[src/rtl/instr_fetch_queue_if.sv]
// Fetch-stage bus: ROM address/data, decode handshake, branch redirect and fetch status.
interface instr_fetch_queue_if #(
  parameter int PC_W    = 8,
  parameter int INSTR_W = 9,
  parameter int CNT_W   = 16
);
  logic [PC_W-1:0]    pc_out;
  logic [INSTR_W-1:0] instr_in;
  logic               id_valid;
  logic               id_ready;
  logic [INSTR_W-1:0] id_instr;
  logic [PC_W-1:0]    id_pc;
  logic               redirect;
  logic [PC_W-1:0]    redirect_pc;
  logic               halted;
  logic [CNT_W-1:0]   fetch_count;

  modport slave (
    output pc_out, id_valid, id_instr, id_pc, halted, fetch_count,
    input  instr_in, id_ready, redirect, redirect_pc
  );

  modport master (
    input  pc_out, id_valid, id_instr, id_pc, halted, fetch_count,
    output instr_in, id_ready, redirect, redirect_pc
  );
endinterface

[src/rtl/instr_fetch_queue.sv]
// Instruction fetch with a 2-entry decode queue, branch redirect flush,
// halt detection and a saturating fetch counter.
module instr_fetch_queue #(
  parameter int                 PC_W      = 8,
  parameter int                 INSTR_W   = 9,
  parameter logic [PC_W-1:0]    RESET_PC  = 8'd1,
  parameter logic [INSTR_W-1:0] HALT_WORD = 9'b110111000,
  parameter int                 CNT_W     = 16
) (
  input  logic                 clk,
  input  logic                 reset,
  instr_fetch_queue_if.slave   bus
);
  typedef struct packed {
    logic [PC_W-1:0]    pc;
    logic [INSTR_W-1:0] instr;
  } entry_t;

  entry_t           r_q [2];
  logic [1:0]       r_count;
  logic [PC_W-1:0]  r_pc;
  logic             r_halt_seen;
  logic             r_halted;
  logic [CNT_W-1:0] r_fetch_cnt;

  logic   w_valid;
  logic   w_deq;
  logic   w_enq;
  logic   w_is_halt;
  entry_t w_new;

  assign w_valid   = (r_count != 2'd0);
  assign w_deq     = w_valid && bus.id_ready && !bus.redirect;
  // A pop in the same cycle frees a slot even when the queue is full.
  assign w_enq     = !bus.redirect && !r_halt_seen && ((r_count < 2'd2) || w_deq);
  assign w_is_halt = (bus.instr_in == HALT_WORD);
  assign w_new     = {r_pc, bus.instr_in};

  always_ff @(posedge clk) begin
    if (reset) begin
      r_q[0]      <= '0;
      r_q[1]      <= '0;
      r_count     <= 2'd0;
      r_pc        <= RESET_PC;
      r_halt_seen <= 1'b0;
      r_halted    <= 1'b0;
      r_fetch_cnt <= '0;
    end else if (bus.redirect) begin
      r_count     <= 2'd0;
      r_halt_seen <= 1'b0;
      r_halted    <= 1'b0;
      r_pc        <= bus.redirect_pc;
    end else begin
      if (w_deq && (r_q[0].instr == HALT_WORD))
        r_halted <= 1'b1;
      case ({w_enq, w_deq})
        2'b10: begin
          r_q[r_count[0]] <= w_new;
          r_count         <= r_count + 2'd1;
        end
        2'b01: begin
          r_q[0]  <= r_q[1];
          r_count <= r_count - 2'd1;
        end
        2'b11: begin
          if (r_count == 2'd2) begin
            r_q[0] <= r_q[1];
            r_q[1] <= w_new;
          end else begin
            r_q[0] <= w_new;
          end
        end
        default: ;
      endcase
      if (w_enq) begin
        if (r_fetch_cnt != '1)
          r_fetch_cnt <= r_fetch_cnt + 1'b1;
        // Halt word parks the PC on itself so fetch stops there.
        if (w_is_halt)
          r_halt_seen <= 1'b1;
        else
          r_pc <= r_pc + 1'b1;
      end
    end
  end

  assign bus.pc_out      = r_pc;
  assign bus.id_valid    = w_valid;
  assign bus.id_instr    = w_valid ? r_q[0].instr : '0;
  assign bus.id_pc       = w_valid ? r_q[0].pc    : '0;
  assign bus.halted      = r_halted;
  assign bus.fetch_count = r_fetch_cnt;
endmodule

[src/flat_wrapper.sv]
// flat-port wrapper written by rule: the top's interface ports become plain ports
module instr_fetch_queue_flat 
#(
  parameter int                 PC_W      = 8,
  parameter int                 INSTR_W   = 9,
  parameter logic [PC_W-1:0]    RESET_PC  = 8'd1,
  parameter logic [INSTR_W-1:0] HALT_WORD = 9'b110111000,
  parameter int                 CNT_W     = 16
)
  (clk, reset, bus_pc_out, bus_id_valid, bus_id_instr, bus_id_pc, bus_halted, bus_fetch_count, bus_instr_in, bus_id_ready, bus_redirect, bus_redirect_pc);
  instr_fetch_queue_if #(.PC_W(PC_W), .INSTR_W(INSTR_W), .CNT_W(CNT_W)) bus_i ();
  input  logic clk;
  input  logic reset;
  output wire logic [$bits(bus_i.pc_out)-1:0] bus_pc_out;
  output wire logic [$bits(bus_i.id_valid)-1:0] bus_id_valid;
  output wire logic [$bits(bus_i.id_instr)-1:0] bus_id_instr;
  output wire logic [$bits(bus_i.id_pc)-1:0] bus_id_pc;
  output wire logic [$bits(bus_i.halted)-1:0] bus_halted;
  output wire logic [$bits(bus_i.fetch_count)-1:0] bus_fetch_count;
  input wire logic [$bits(bus_i.instr_in)-1:0] bus_instr_in;
  input wire logic [$bits(bus_i.id_ready)-1:0] bus_id_ready;
  input wire logic [$bits(bus_i.redirect)-1:0] bus_redirect;
  input wire logic [$bits(bus_i.redirect_pc)-1:0] bus_redirect_pc;
  assign bus_pc_out = bus_i.pc_out;
  assign bus_id_valid = bus_i.id_valid;
  assign bus_id_instr = bus_i.id_instr;
  assign bus_id_pc = bus_i.id_pc;
  assign bus_halted = bus_i.halted;
  assign bus_fetch_count = bus_i.fetch_count;
  assign bus_i.instr_in = bus_instr_in;
  assign bus_i.id_ready = bus_id_ready;
  assign bus_i.redirect = bus_redirect;
  assign bus_i.redirect_pc = bus_redirect_pc;
  instr_fetch_queue #(.PC_W(PC_W), .INSTR_W(INSTR_W), .RESET_PC(RESET_PC), .HALT_WORD(HALT_WORD), .CNT_W(CNT_W)) u_core (.clk(clk), .reset(reset), .bus(bus_i));
endmodule
[config.mk]
export PLATFORM = sky130hd
export DESIGN_NAME = instr_fetch_queue_flat
export DESIGN_NICKNAME = d
export VERILOG_FILES = /design/src/rtl/instr_fetch_queue_if.sv /design/src/rtl/instr_fetch_queue.sv /design/src/flat_wrapper.sv
export SDC_FILE = /design/constraint.sdc
export NUM_CORES = 1
export LEC_CHECK = 0
export BUFFER_PORTS_ARGS = -buffer_cell sky130_fd_sc_hd__buf_2
export CORE_MARGIN = 3
export CORE_UTILIZATION = 46
export DETAILED_ROUTE_END_ITERATION = 7
export PLACE_DENSITY = 0.66
export SYNTH_ARGS = -nofsm -noshare
export SYNTH_HDL_FRONTEND = slang
export SYNTH_SLANG_ARGS = --single-unit
[constraint.sdc]
create_clock -name clk -period 3.4 [get_ports clk]
set_clock_uncertainty 0.2 [all_clocks]
set_input_delay 0.51 -clock clk [delete_from_list [all_inputs] [get_ports clk]]
set_output_delay 0.51 -clock clk [all_outputs]
set_load 0.01 [all_outputs]
==> results of run 1 <==
[where the power goes]
part | internal, mW | switching (mW) | total (mW)
registers | 0.824 | 0.0251 | 0.849
logic | 0.0630 | 0.0834 | 0.146
clock network | 0.326 | 0.273 | 0.599
[state kept, by name, indices dropped and copies added, names as in the netlist]
name	flops
u_core.bus.fetch_count	16
u_core.bus.halted	1
u_core.bus.pc_out	8
u_core.r_count	2
u_core.r_halt_seen	1
u_core.r_q	34
[worst paths after layout]
kind              slack (ps)                                 to
hold / removal           230  u_core.bus.pc_out[0]$_SDFFE_PP1P_
setup reg to reg         570        u_core.r_q[0][13]$_DFFE_PP_
setup / recovery         570        u_core.r_q[0][13]$_DFFE_PP_
hold reg to reg          280     u_core.bus.halted$_SDFFE_PP0P_
[per-layer routing]
metal,global-route usage,vias to the layer above
met5,0,-
met2,0.292,66
met4,0.0783,0
met1,0.280,1208
li1,-,1283
met3,0.0326,5
[synthesized netlist by cell type, types with 3 or more instances]
cell	n	area, um2
a2111oi_2	4	60.1
a211oi_1	4	30.0
a21oi_1	15	75.1
a22o_1	17	149
a311oi_1	3	26.3
a31oi_1	3	18.8
and3_1	3	18.8
and4_1	3	26.3
clkbuf_1	14	52.6
dfxtp_1	28	561
edfxtp_1	34	1020
ha_1	5	62.6
inv_1	9	33.8
nand2_1	12	45.0
nand3_1	7	35.0
nand4_1	6	37.5
nor2_1	17	63.8
nor2b_1	44	275
nor3_1	7	35.0
nor4_1	7	43.8
o21ai_0	9	45.0
o31ai_1	5	37.5
or3_1	6	37.5
or4_1	5	37.5
[area by class of cell]
type	count	area (um2)	area share
inverter	9	33.8	0.00911
timing repair buffer	73	390	0.105
multi-input combinational	213	1430	0.385
clock buffer	9	124	0.0334
clock inverter	6	53.8	0.0145
tap	77	96.3	0.0260
sequential	62	1580	0.426
[worst register-to-register path: stages (launching register included)]
cell	delay (ps)
dfxtp_1	470
nor2_1	100
nor3b_1	190
buf_4	170
inv_1	40
ha_1	210
nor2b_1	140
a21oi_1	170
nor2_1	70
or3_1	690
[cells by family (layout without fill, tap and decap cells)]
group / after synthesis / after routing / synth area share
compound gates: 73 / 73 / 0.177
xor+xnor: 2 / 2 / 0.00563
fa+ha+maj: 5 / 5 / 0.0201
buf+inv: 25 / 97 / 0.0326
flops: 62 / 62 / 0.508
mux: 2 / 2 / 0.00723
simple gates: 131 / 131 / 0.249
[stage by stage]
step | cells | power, mW | hold WS, ps | util
3_5_place_dp | 434 | 1.01 | 255 | 0.547
3_3_place_gp | 434 | 1.01 | 244 | 0.547
2_1_floorplan | 300 | 0.949 | 297 | -
5_1_grt | 449 | 1.66 | 248 | 0.574
4_1_cts | 449 | 1.61 | 225 | 0.574
6_report | 449 | 1.59 | 235 | 0.574
==> reports/qor.yml, run 1 <==
status: "finished, final reports clean"
finalHoldViolations: 0
wl_met2_mm: 3.28
placed_cell_area_um2: 3530
final_max_slew_viol_count: 0
rr_startpoint: "u_core.r_count[0]$_SDFFE_PP0P_"
cts_setup_buffers: 0
wire_per_inst_um: 15.9
clk_latency_ps: 330
holdPathStages: 3
place_ws_ps: 436
start_util: 0.482
ant_nets: 0
rr_worst_depth: 9
antenna_found_initial: 0
async_flop_share: 0
final_cell_mix: "buf_2, nor2b_1, edfxtp_1"
met3WireLength_um: 345
crit_path_start_kind: "flop"
ys_warn_count: 0
min_from: "bus_redirect_pc[0]"
ir_worst_vdd_mv: 0.204
netlist_area_um2: 3110
crit_path_end_kind: "flop"
portBuffers: 63
hold_path_class: "primary input to flop"
max_freq_mhz: 353
startpoint: "u_core.r_count[0]$_SDFFE_PP0P_"
synth_edf_count: 34
rsz0062_at_grt: "no"
synth.avg_cell_area_um2: 10.4
netlist-cell-type-count: 49
setup_slack_ps: 567
via_count: 2562
htreeDepth: 3
worstSetupPathType: "flop to flop"
worst_pin_slew_ps: 777
wl_met1_mm: 3.45
cpMostUsedCell: "nor2_1"
crit_arrival_ps: 2590
grt_pass1_wl_mm: 11.7
cp.required_ps: 3160
post-route-cell-area_um2: 3710
drt-initial-drc-count: 124
cts_buffer_depth: 2
coreArea_um2: 6460
overflow: 0
fin_crit_sh: 0.833
num_antenna_cells: 0
critPathMaxFanout: 17
drt_first_pass_iters: 7
crit_family: "simple AND/OR/NAND/NOR gates"
clockRootBuffer: "clkbuf_8"
timing.max_cap.violations: 0
netlist_instances: 300
grt_max_degree: 22
rows: 29
slew_headroom: 0.482
ios: 64
ys_ff_latch: 62
clk_pin_slew_worst_paths_ps: 70
hold_buffers: 0
p_leak_nw: 1.44
p_per_area_nw_per_um2: 430
dieHeight_um: 88.3
place_congestion: 0.737
final_common_cell: "buf_2"
top_layer_used: "met4"
via_per_inst: 5.71
crit_cells: 9
drive_gt1_frac: 0.266
gr-usage-all-layers: 0.194
areaGrowthSynthToFinish_pct: 19.2
die_w_um: 88.3
fin_crit_ps: 2830
cts_num_sinks: 62
slowest_stage: "or3_1"
post_cts_resized: 0
dieArea_um2: 7790
syn_nets: 326
setup_tns_ps: 0
cts_tree: "built"
layout.nets: 394
crit_buf_inv: 2
drc_errors: 0
seq_area_frac_synth: 0.508
slowest_delay_ps: 690
dp_hpwl_mm: 5.04
crit_path_cell_trace: "nor2_1, nor3b_1, buf_4, inv_1, ha_1, nor2b_1, a21oi_1, nor2_1, or3_1"
cts_made_buffers: 9
ys.flop_type: "edfxtp_1"
fillers: 599
setup_viol: 0
grt_pass1_vias: 2387
wirelength_mm: 7.15
Power figures use the tool's default switching activity.
==> run 2: changes to the inputs <==
Clock period 3.4 ns to 2.75 ns, I/O delays scaled along.
==> reports/qor.yml, run 2 (synthesized netlist as in run 1, its figures left out) <==
fillers: 601  # +0.33%
power.share.switching: 0.253  # +0.0137
cp.required_ps: 2520  # -640 ps
hold_path_class: "primary input to flop"
reg2reg_slack_ps: 200  # -370 ps
ir_worst_vdd_mv: 0.337  # +65%
die_w_um: 88.3  # unchanged
grt_max_degree: 25  # +14%
grt_pass1_wl_mm: 11.4  # -2.7%
overflow: 0  # unchanged
fin_crit_sh: 0.928  # +0.0951
p_int_mw: 1.52  # +25%
rsz0062_at_grt: "no"
slowest_delay_ps: 690  # about the same
fin_util: 0.584  # +0.00930
num_antenna_cells: 0  # unchanged
cts_num_sinks: 62  # unchanged
crit_cells: 7  # -2
final_common_cell: "buf_2"
register_area_um2: 1580  # unchanged
cts_setup_buffers: 0  # unchanged
crit_path_start_kind: "flop"
drive_gt1_frac: 0.286  # +0.0203
startpoint: "u_core.r_count[1]$_SDFFE_PP0P_"
status: "finished, final reports clean"
worstSetupPathType: "flop to flop"
ant_nets: 0  # unchanged
crit_arrival_ps: 2330  # -260 ps
wire_per_inst_um: 15.6  # -2.2%
gr-usage-all-layers: 0.193  # -0.00193
combPwrFrac: 0.092  # about the same
portBuffers: 63  # unchanged
clk_latency_ps: 350  # +20 ps
cts_buffer_depth: 2  # unchanged
clockRootBuffer: "clkbuf_8"
crit_path_end_kind: "flop"
fin_crit_ps: 2550  # -280 ps
rows: 29  # unchanged
worst_pin_slew_ps: 880  # +103 ps
setup_tns_ps: 0  # unchanged
p_per_area_nw_per_um2: 539  # +25%
hold_buffers: 0  # unchanged
coreArea_um2: 6460  # unchanged
regMostFlops: "u_core.r_q"
final_max_slew_viol_count: 0  # unchanged
critPathMaxFanout: 17  # unchanged
grt_pass1_vias: 2427  # +1.7%
crit_family: "compound AO/OA/AOI/OAI gates"
via_per_inst: 5.71  # about the same
setup_slack_ps: 197  # -370 ps
p_leak_nw: 1.47  # +1.6%
final_cells: 454  # +1.1%
ios: 64  # unchanged
timing.max_cap.violations: 0  # unchanged
p_switching_uw: 514  # +35%
htreeDepth: 3  # unchanged
drt-initial-drc-count: 160  # +29%
drc_errors: 0  # unchanged
crit_path_end: "u_core.r_q[1][14]$_DFFE_PP_"
clk_pin_slew_worst_paths_ps: 70  # about the same
drt_first_pass_iters: 5  # -2
areaGrowthSynthToFinish_pct: 21.1
largest_register_ffs: 34  # unchanged
antenna_found_initial: 0  # unchanged
place_congestion: 0.751  # +1.8%
layout.nets: 398  # +1.0%
wirelength_mm: 7.07  # -1.1%
max_freq_mhz: 392  # +11%
p_seq_frac: 0.515  # -0.017
clkPwrFrac: 0.393  # +0.017
finalHoldViolations: 0  # unchanged
dieArea_um2: 7790  # unchanged
dp_hpwl_mm: 5.01  # -0.67%
place_ws_ps: 158  # -279 ps
slowest_stage: "o21bai_2"
final_cell_mix: "buf_2, nor2b_1, edfxtp_1"
cts_tree: "built"
start_util: 0.482  # unchanged
rr_startpoint: "u_core.r_count[1]$_SDFFE_PP0P_"
setup_viol: 0  # unchanged
dieHeight_um: 88.3  # unchanged
r2r_end: "u_core.r_q[1][14]$_DFFE_PP_"
crit_path_cell_trace: "nor2_2, nor3b_1, buf_4, ha_1, and3b_1, a31oi_1, o21bai_2"
post_cts_resized: 0  # unchanged
multi_input_area_um2: 1440  # +0.79%
rr_worst_depth: 7  # -2
via_count: 2591  # +1.1%
cts_made_buffers: 9  # unchanged
crit_buf_inv: 1  # -1
dp.cells: 438  # +0.92%
slew_headroom: 0.413  # -0.0691
-- run 2: cell count changes in the layout (fill, tap and decap cells not counted), sizes merged --
cell | before | now
inv | 9 | 10
clkinvlp | 0 | 2
clkinv | 5 | 3
buf | 73 | 77
-- run 2: worst reg2reg max path: cells and delay by family (launching register included) --
kind,cells,cell delay [ps]
AO/OA/AOI/OAI,2,760
adder cells (fa/ha/maj),1,180
buffers and inverters,1,160
flip-flops,1,450
AND/OR/NAND/NOR,3,440
-- run 2: layout make-up --
cell class                 count  share of cell area
timing repair buffer          77               0.112
multi-input combinational    213               0.382
tap                           77              0.0256
clock inverter                 7              0.0192
inverter                       9             0.00896
sequential                    62               0.420
clock buffer                   9              0.0329
-- run 2: worst min-delay path by stage --
| stage | start | endpoint | slack (ps) | cells after the start |
|---|---|---|---|---|
| 6_report | bus_redirect_pc[2] | u_core.bus.pc_out[2]$_SDFFE_PP0P_ | 120 | 3 |
| 5_1_grt | bus_redirect_pc[2] | u_core.bus.pc_out[2]$_SDFFE_PP0P_ | 130 | 3 |
| 4_1_cts | bus_redirect_pc[2] | u_core.bus.pc_out[2]$_SDFFE_PP0P_ | 110 | 3 |
| 3_5_place_dp | u_core.bus.halted$_SDFFE_PP0P_ | u_core.bus.halted$_SDFFE_PP0P_ | 260 | 2 |
| 3_3_place_gp | u_core.bus.halted$_SDFFE_PP0P_ | u_core.bus.halted$_SDFFE_PP0P_ | 260 | 2 |
| 2_1_floorplan | u_core.r_halt_seen$_SDFFE_PP0P_ | u_core.r_halt_seen$_SDFFE_PP0P_ | 300 | 2 |
-- run 2: per-layer routing --
| layer | GRT usage | vias up | share of wire |
|---|---|---|---|
| met1 | 0.253 | 1222 | 0.47 |
| li1 | - | 1288 | - |
| met4 | 0.0865 | 0 | 0.022 |
| met2 | 0.303 | 66 | 0.46 |
| met5 | 0 | - | 0 |
| met3 | 0.0466 | 15 | 0.051 |
-- run 2: power by group through the flow --
stage	Clock (mW)	Sequential (mW)	Combinational (mW)
2_1_floorplan	0	1.06	0.111
3_3_place_gp	0	1.07	0.184
3_5_place_dp	0	1.07	0.188
6_report	0.798	1.05	0.187
5_1_grt	0.847	1.05	0.207
4_1_cts	0.811	1.05	0.189
-- run 2: per-stage QoR --
stage	hold slack, ps	area, um2	power (mW)
floorplan	297	3120	1.17
global placement	259	3570	1.25
detailed placement	257	3570	1.26
CTS	109	3770	2.05
global route	134	3770	2.11
finish	120	3770	2.03
